**src/rtl/onehot_addr_sequencer_pkg.sv**
```systemverilog
// Shared constants and FSM encoding for the one-hot slot-address sequencer.
package onehot_addr_sequencer_pkg;
    localparam int          NSLOT       = 15;
    localparam int          IDXW        = 4;
    localparam logic [3:0]  INVALID_IDX = 4'hf;

    typedef enum logic [1:0] {
        S_IDLE = 2'd0,
        S_RUN  = 2'd1,
        S_DONE = 2'd2
    } state_t;
endpackage

```
**src/rtl/onehot_addr_sequencer_onehot_decode.sv**
```systemverilog
// Combinational binary slot index to one-hot select: slot 0 -> bit 14, slot k -> bit k-1, 15 -> none.
module onehot_decode
    import onehot_addr_sequencer_pkg::*;
(
    input  logic [IDXW-1:0]  idx,
    output logic [NSLOT-1:0] onehot
);
    always_comb begin
        onehot = '0;
        if (idx == '0)
            onehot[NSLOT-1] = 1'b1;
        else if (idx < IDXW'(NSLOT))
            onehot[idx - IDXW'(1)] = 1'b1;
    end
endmodule

```
**src/rtl/onehot_addr_sequencer.sv**
```systemverilog
// Walks len one-hot slot selects from first (wrapping 14->0), one per handshake, then pulses done.
// Optional ADDR_BIN_EN adds a registered binary index output addr_bin.
module onehot_addr_sequencer
    import onehot_addr_sequencer_pkg::*;
(
    input  logic              clk,
    input  logic              rst,
    input  logic              start,
    input  logic [IDXW-1:0]   first,
    input  logic [IDXW-1:0]   len,
    input  logic              addr_ready,
    output logic              addr_valid,
    output logic [NSLOT-1:0]  addr_onehot,
    output logic              addr_last,
`ifdef ADDR_BIN_EN
    output logic [IDXW-1:0]   addr_bin,
`endif
    output logic              busy,
    output logic              done
);
    state_t            state, state_n;
    logic [IDXW-1:0]   idx, idx_n;
    logic [IDXW-1:0]   cnt, cnt_n;
    logic [NSLOT-1:0]  onehot_n;

    always_comb begin
        state_n = state;
        idx_n   = idx;
        cnt_n   = cnt;
        case (state)
            S_IDLE: begin
                if (start) begin
                    if (len != '0) begin
                        state_n = S_RUN;
                        idx_n   = (first == INVALID_IDX) ? '0 : first;
                        cnt_n   = len;
                    end else begin
                        state_n = S_DONE;
                    end
                end
            end
            S_RUN: begin
                if (addr_valid && addr_ready) begin
                    idx_n = (idx == IDXW'(NSLOT - 1)) ? '0 : idx + IDXW'(1);
                    cnt_n = cnt - IDXW'(1);
                    if (cnt == IDXW'(1))
                        state_n = S_DONE;
                end
            end
            S_DONE:  state_n = S_IDLE;
            default: state_n = S_IDLE;
        endcase
    end

    onehot_decode u_decode (
        .idx    (idx_n),
        .onehot (onehot_n)
    );

    // Outputs are registered from next-state values so the beat appears the cycle after start.
    always_ff @(posedge clk or posedge rst) begin
        if (rst) begin
            state       <= S_IDLE;
            idx         <= '0;
            cnt         <= '0;
            addr_valid  <= 1'b0;
            addr_onehot <= '0;
            addr_last   <= 1'b0;
            busy        <= 1'b0;
            done        <= 1'b0;
        end else begin
            state       <= state_n;
            idx         <= idx_n;
            cnt         <= cnt_n;
            addr_valid  <= (state_n == S_RUN);
            addr_onehot <= (state_n == S_RUN) ? onehot_n : '0;
            addr_last   <= (state_n == S_RUN) && (cnt_n == IDXW'(1));
            busy        <= (state_n != S_IDLE);
            done        <= (state_n == S_DONE);
        end
    end

`ifdef ADDR_BIN_EN
    always_ff @(posedge clk or posedge rst) begin
        if (rst)
            addr_bin <= INVALID_IDX;
        else
            addr_bin <= (state_n == S_RUN) ? idx_n : INVALID_IDX;
    end
`endif
endmodule

```
**config.mk**
```make
export PLATFORM = sky130hd
export DESIGN_NAME = onehot_addr_sequencer
export DESIGN_NICKNAME = d
export VERILOG_FILES = /design/src/rtl/onehot_addr_sequencer_pkg.sv /design/src/rtl/onehot_addr_sequencer_onehot_decode.sv /design/src/rtl/onehot_addr_sequencer.sv
export SDC_FILE = /design/constraint.sdc
export NUM_CORES = 1
export LEC_CHECK = 0
export CORE_MARGIN = 2
export CORE_UTILIZATION = 51
export CTS_BUF_LIST = sky130_fd_sc_hd__clkbuf_8
export DETAILED_ROUTE_END_ITERATION = 8
export PLACE_DENSITY = 0.81
export SLEW_MARGIN = 25
export SYNTH_ARGS = -nofsm -noshare
export SYNTH_HDL_FRONTEND = slang
export SYNTH_SLANG_ARGS = --single-unit
```
**constraint.sdc**
```tcl
create_clock -name clk -period 2.4 [get_ports clk]
set_input_delay 0.24 -clock clk [delete_from_list [all_inputs] [get_ports clk]]
set_output_delay 0.24 -clock clk [all_outputs]
set_load 0.02 [all_outputs]
```
==> impl_results.md, run 1 <==
- Status: finished, final reports clean
- Critical Path Fanout Max: 4
- Max capacitance violation total: 0
- Flop-to-flop setup slack: 270 ps
- DP HPWL: 2480 um
- Storage element area: 726 um2
- Hold_buf cts: 0
- Vias in the first global route: 1191
- Antenna Nets Post-Route: 0
- Top_reg_cell synth: dfrtp_1
- Setup fix buffers added after clock tree synthesis: 0
- Slew @ Worst Pin: 437 ps
- Worst-Skew Late Latency: 290 ps
- Post_cts resized: 0
- Most common cell after layout, fill and taps aside: clkdlybuf4s50_1
- Leak pwr: 0.847 nW
- RSZ-0062 raised after global routing: no
- Syn. warnings: 0
- Synth Cell Area: 0.00137 mm2
- Layout net count: 188
- Hold Crit Class: in -> async
- Total grt overflow: 0
- Sequential fraction of the synthesis area: 52.9%
- WL met3: 200 um
- Largest net degree at the start of global routing: 30
- DRC viols: 0
- Die width: 55.9 um
- Synth-to-layout area growth: 36.3%
- Hold Vio Cnt, Final: 0
- Synth Register Bits: 29
- Post-synth EDFFs: 0
- Clk slew on worst S/H paths: 60 ps
- Synth Area per Inst: 10.6 um2
- Worst path max stage delay: 540 ps
- DR top layer: met4
- Clock root cell: clkbuf_8
- Clk sinks: 29
- Layout cell share with drive strength beyond 1: 15.0%
- Initial DRC Count: 50
- Post-Syn Nets: 145
- First-pass GRT wire length: 5790 um
- Fillers: 192
- Ant diodes: 0
- WP data required: 2620 ps
- Rel. slew slack: 70.5%
- CTS Buffer Depth: 2
- CTS tree: yes
- Post-synthesis instance total: 129
- Core region area: 0.00252 mm2
- IO Pins: 31
- Met2 WL post-DR: 1640 um
- CTS H-tree depth: 2
- Final period utilization: 91.6%
- Unique masters post-synth: 43
- Die height: 55.9 um
- Setup ws final: 201 ps
- Rows: 18
- I/O Buffers: 30
- DRT met1 WL: 1410 um
- Crit-path cells: clkdlybuf4s50_1, or4_4, buf_4, a21oi_1, a221o_2, nor3b_1, and4_1
- Final GP Congestion: 0.861
- Max Clock Skew: 6.52 ps
- Pwr per Cell Area: 1380 mW/mm2
- Critical path class: in -> reg
- Multi-input combinational cell area: 599 um2
- Fraction of registers with async set/reset: 100%
- Initial Util: 54.4%
- Routed wire length: 3370 um
- Most frequent cells in the layout: 30 x clkdlybuf4s50_1, 29 x dfrtp_1, 21 x nor2_1
- Initial antenna violation count: 0
- CP Data Arrival Time: 2420 ps
- Final setup viols: 0
- TritonRoute pass-1 iters: 4
- DP Area: 0.00175 mm2
- Max Freq: 455 MHz
- Vias post-DR: 1201
- Slowest cell on crit path: or4_4
- Gr usage total: 24.4%
- Fin crit period: 2200 ps
- Nature of the critical path endpoint: register
- Slew Limit Fails: 0
- Peak supply drop: 0.00107 V
- Worst setup SP type: primary input
- Vias per inst: 5.92
- Cts bufs inserted: 5
- Post-route cell area: 0.00187 mm2
- WL/cell: 16.6 um
- Pre-CTS setup slack: -80.8 ps
- Die area: 0.00312 mm2
==> final timing paths <==
path / from / end / cells after the start
hold reg to reg: cnt[1] / cnt[1] / 1
setup reg to reg: state[0] / addr_onehot[14] / 5
max in group asynchronous: rst / idx[1] / 3
setup / recovery: len[1] / addr_last / 7
min in group clk: cnt[1] / cnt[1] / 1
hold / removal: rst / addr_valid / 3
==> power by group <==
part / leakage (nW) / switching (mW) / internal, mW
Clock: 0.0626 / 0.185 / 0.334
Combinational: 0.411 / 0.667 / 0.564
Sequential: 0.373 / 0.172 / 0.666
Total: 0.847 / 1.02 / 1.56
==> metrics by stage <==
stage / setup TNS (ps) / total power, mW / cells / hold slack (ps) / utilization (%)
detailed placement: -132 / 2.06 / 195 / 573 / 69.5
finish: 0 / 2.59 / 203 / 336 / 74.1
CTS: 0 / 2.59 / 203 / 339 / 74.1
global route: 0 / 2.76 / 203 / 393 / 74.1
global placement: 0 / 2.00 / 195 / 562 / 69.5
floorplan: 0 / 1.61 / 129 / 318 / -
==> final cells by class <==
cell class / count / area share [%]
Clock inverter: 2 / 1.81
Inverter: 8 / 1.61
Timing Repair Buffer: 38 / 19.3
Multi-Input combinational cell: 90 / 32.1
Sequential cell: 29 / 38.8
Clock buffer: 6 / 4.42
Tap cell: 30 / 2.01
==> cell families (layout without fill, tap and decap cells) <==
kind of cell | count (synthesis) | count (layout) | share of synthesized area [%]
AND/OR/NAND/NOR | 57 | 57 | 23.6
AO/OA/AOI/OAI | 28 | 28 | 15.6
multiplexers | 1 | 1 | 0.821
adder cells (fa/ha/maj) | 4 | 4 | 3.65
buffers and inverters | 10 | 54 | 3.38
flip-flops | 29 | 29 | 52.9
==> state kept, by name, indices dropped and copies added (netlist names) <==
register and flops:
state 2, addr_onehot 15, done 1, cnt 4, busy 1, addr_last 1
addr_valid 1, idx 4
==> metal layers <==
layer / global-route usage [%] / up-vias
met2: 36.4 / 45
met5: 0 / -
met4: 14.3 / 0
met1: 31.2 / 576
met3: 7.91 / 15
li1: - / 565
==> Yosys cell counts (2+ instances only) <==
master,number,share of area (%)
dfrtp_1,29,53
nor2_1,21,5.7
inv_1,8,2.2
nand2_1,6,1.6
a21oi_1,5,1.8
ha_1,4,3.6
a221o_2,3,2.5
nand3_1,3,1.1
nor2b_1,3,1.4
o21ai_0,3,1.1
a221o_1,2,1.5
a22o_1,2,1.3
a31oi_1,2,0.91
a32oi_1,2,1.3
and4b_1,2,1.5
nand3b_1,2,1.1
nor3_1,2,0.73
nor3b_1,2,1.1
nor4_1,2,0.91
or2_2,2,0.91
or3_1,2,0.91
==> critical path, delay by kind of cell <==
| family | cells | cell delay [ps] |
|---|---|---|
| buffers and inverters | 2 | 620 |
| and+or+nand+nor | 3 | 1030 |
| AOI/OAI and AO/OA | 2 | 540 |
Note: power is estimated with default switching activity, not from simulation.
==> run 2, diff against run 1 <==
--- a/config.mk
+++ b/config.mk
@@ -6,11 +6,12 @@
 export NUM_CORES = 1
 export LEC_CHECK = 0
 export CORE_MARGIN = 2
-export CORE_UTILIZATION = 51
+export CORE_UTILIZATION = 46
 export CTS_BUF_LIST = sky130_fd_sc_hd__clkbuf_8
 export DETAILED_ROUTE_END_ITERATION = 8
-export PLACE_DENSITY = 0.81
-export SLEW_MARGIN = 25
+export PLACE_DENSITY = 0.77
+export REMOVE_ABC_BUFFERS = 1
+export SLEW_MARGIN = 10
 export SYNTH_ARGS = -nofsm -noshare
 export SYNTH_HDL_FRONTEND = slang
 export SYNTH_SLANG_ARGS = --single-unit
==> constraint.sdc (replaced) <==
create_clock -name clk -period 1.97 [get_ports clk]
set_input_delay 0.197 -clock clk [delete_from_list [all_inputs] [get_ports clk]]
set_output_delay 0.197 -clock clk [all_outputs]
set_load 0.02 [all_outputs]
==> impl_results.md, run 2 (synthesis gave the netlist of run 1 again) <==
- Biggest regs: addr_onehot: 15 flops, cnt: 4 flops, idx: 4 flops (unchanged)
- Hold Vio Cnt, Final: 0 (unchanged)
- Max Freq: 519 MHz
- Synth-to-layout area growth: 45.3% (was 36.3%)
- Setup ws final: 43.5 ps (was 201 ps)
- Critical Path Fanout Max: 4 (unchanged)
- Worst path max stage delay: 440 ps (was 540 ps)
- Hold Crit Class: in -> async (unchanged)
- Antenna Nets Post-Route: 0 (unchanged)
- Flop-to-flop setup slack: 80 ps (was 270 ps)
- WP data required: 2170 ps (was 2620 ps)
- Clock root cell: clkbuf_8 (unchanged)
- Rel. slew slack: 69.4% (was 70.5%)
- Post-route cell area: 0.00199 mm2 (was 0.00187 mm2)
- Layout cell share with drive strength beyond 1: 25.9% (was 15.0%)
- Leak pwr: 0.921 nW (was 0.847 nW)
- Most frequent cells in the layout: 27 x clkdlybuf4s50_1, 26 x dfrtp_1, 24 x buf_4 (was 30 x clkdlybuf4s50_1, 29 x dfrtp_1, 21 x nor2_1)
- Initial antenna violation count: 0 (unchanged)
- Layout net count: 204 (was 188)
- Initial Util: 48.9% (was 54.4%)
- Hold_buf cts: 0 (unchanged)
- Pre-CTS setup slack: -380 ps (was -80.8 ps)
- DRC viols: 4 (was 0)
- Rows: 19 (was 18)
- Peak supply drop: 0.000603 V (was 0.00107 V)
- Core region area: 0.00281 mm2 (was 0.00252 mm2)
- Gr usage total: 19.7% (was 24.4%)
- Clk sinks: 29 (unchanged)
- Final hold slack: 288 ps (was 336 ps)
- RSZ-0062 raised after global routing: yes (was no)
- Final setup viols: 0 (unchanged)
- Vias in the first global route: 1196 (was 1191)
- I/O Buffers: 30 (unchanged)
- CTS tree: yes (unchanged)
- Vias per inst: 5.65 (was 5.92)
- FF-to-FF Start: cnt[1] (was state[0])
- First-pass GRT wire length: 5040 um (was 5790 um)
- CTS H-tree depth: 2 (unchanged)
- Slowest cell on crit path: clkdlybuf4s50_1 (was or4_4)
- Max Clock Skew: 4.88 ps (was 6.52 ps)
- Largest net degree at the start of global routing: 30 (unchanged)
- Critical path class: in -> reg (unchanged)
- R2R Path End: addr_onehot[3] (was addr_onehot[14])
- Vias post-DR: 1242 (was 1201)
- Ant diodes: 0 (unchanged)
- DP HPWL: 2400 um (was 2480 um)
- TritonRoute pass-1 iters: 8 (was 4)
- Slew @ Worst Pin: 456 ps (was 437 ps)
- Die height: 58.6 um (was 55.9 um)
- Fin util: 71.0% (was 74.1%)
- Most common cell after layout, fill and taps aside: clkdlybuf4s50_1 (unchanged)
- Fin crit period: 1930 ps
- Initial DRC Count: 61 (was 50)
- Die area: 0.00343 mm2 (was 0.00312 mm2)
- WL/cell: 14.6 um (was 16.6 um)
- Routed wire length: 3200 um (was 3370 um)
- Crit-path cells: clkdlybuf4s50_1, or4_4, and2_4, a221o_2, or3b_4, nor2_1 (was clkdlybuf4s50_1, or4_4, buf_4, a21oi_1, a221o_2, nor3b_1, and4_1)
- DP Area: 0.00187 mm2 (was 0.00175 mm2)
- IO Pins: 31 (unchanged)
- R2r worst-path depth: 7 (was 5)
- Pwr per Cell Area: 1630 mW/mm2 (was 1380 mW/mm2)
- Final GP Congestion: 0.793 (was 0.861)
- Status: finished, violations left (was finished, final reports clean)
- Top reg by flops: addr_onehot (unchanged)
- Final period utilization: 97.8%
- Nature of the critical path endpoint: register (unchanged)
- Die width: 58.6 um (was 55.9 um)
- CTS Buffer Depth: 2 (unchanged)
- Max capacitance violation total: 0 (unchanged)
- Clk slew on worst S/H paths: 60 ps (about the same)
- CP top delay family: simple AND/OR/NAND/NOR gates (unchanged)
- Max reg flops: 15 (unchanged)
- CP Data Arrival Time: 2130 ps (was 2420 ps)
- Buf/Inv on CP: 1 (was 2)
- Worst-Skew Late Latency: 270 ps (was 290 ps)
- Total grt overflow: 0 (unchanged)
- Slew Limit Fails: 0 (unchanged)
- Cts bufs inserted: 5 (unchanged)
- Fillers: 225 (was 192)
- Violated checks: design-rule violations
- Worst setup SP type: primary input (unchanged)
## run 2: layout make-up
| class | count | area [um2] | share of cell area [%] |
|---|---|---|---|
| multi-input combinational | 90 | 616 | 30.9 |
| clock inverter | 1 | 5.00 | 0.251 |
| inverter | 8 | 30.0 | 1.51 |
| timing repair buffer | 54 | 477 | 23.9 |
| clock buffer | 7 | 96.3 | 4.84 |
| tap | 31 | 38.8 | 1.95 |
| sequential | 29 | 729 | 36.6 |
## run 2: where the power goes
| group | switching, mW | leakage (nW) | total [mW] | internal (mW) |
|---|---|---|---|---|
| clock network | 0.212 | 0.0542 | 0.527 | 0.315 |
| logic | 0.848 | 0.497 | 1.72 | 0.868 |
| registers | 0.189 | 0.370 | 1.00 | 0.816 |
| total | 1.25 | 0.921 | 3.25 | 2.00 |
## run 2: metal layers
layer	track usage [%]	up-vias	share of wire [%]
li1	-	589	-
met5	0	-	0
met2	32.9	56	50
met1	24.5	597	43
met3	4.18	0	6.2
met4	9.42	0	0
## run 2: worst max path at each step
stage              from              end  slack (ps)  cells past startpoint
2_1_floorplan  state[0]   addr_onehot[7]         -20                      5
3_3_place_gp     len[0]  addr_onehot[14]        -330                      6
3_5_place_dp     len[0]   addr_onehot[3]        -380                      6
4_1_cts          cnt[1]   addr_onehot[3]           6                      7
5_1_grt          cnt[1]   addr_onehot[7]          -8                      7
6_report         len[2]   addr_onehot[3]          40                      6
## run 2: worst min-delay path, cell delays in order
cell and delay, ps:
clkdlybuf4s50_1 390, inv_1 50, buf_4 320
## run 2: metrics by stage
step	cells	setup TNS (ps)	total power, mW
after floorplan	127	-76.7	1.93
after global placement	211	-4490	2.58
after detailed placement	211	-5410	2.64
after CTS	220	0	3.18
after global routing	220	-11.7	3.45
final	220	0	3.25
## run 2: repair_timing
action,in CTS,in global routing
setup endpoints to repair,12,12
pin swaps,1,3
gates resized for setup,3,7
hold endpoints to repair,0,0
buffers inserted,1,0
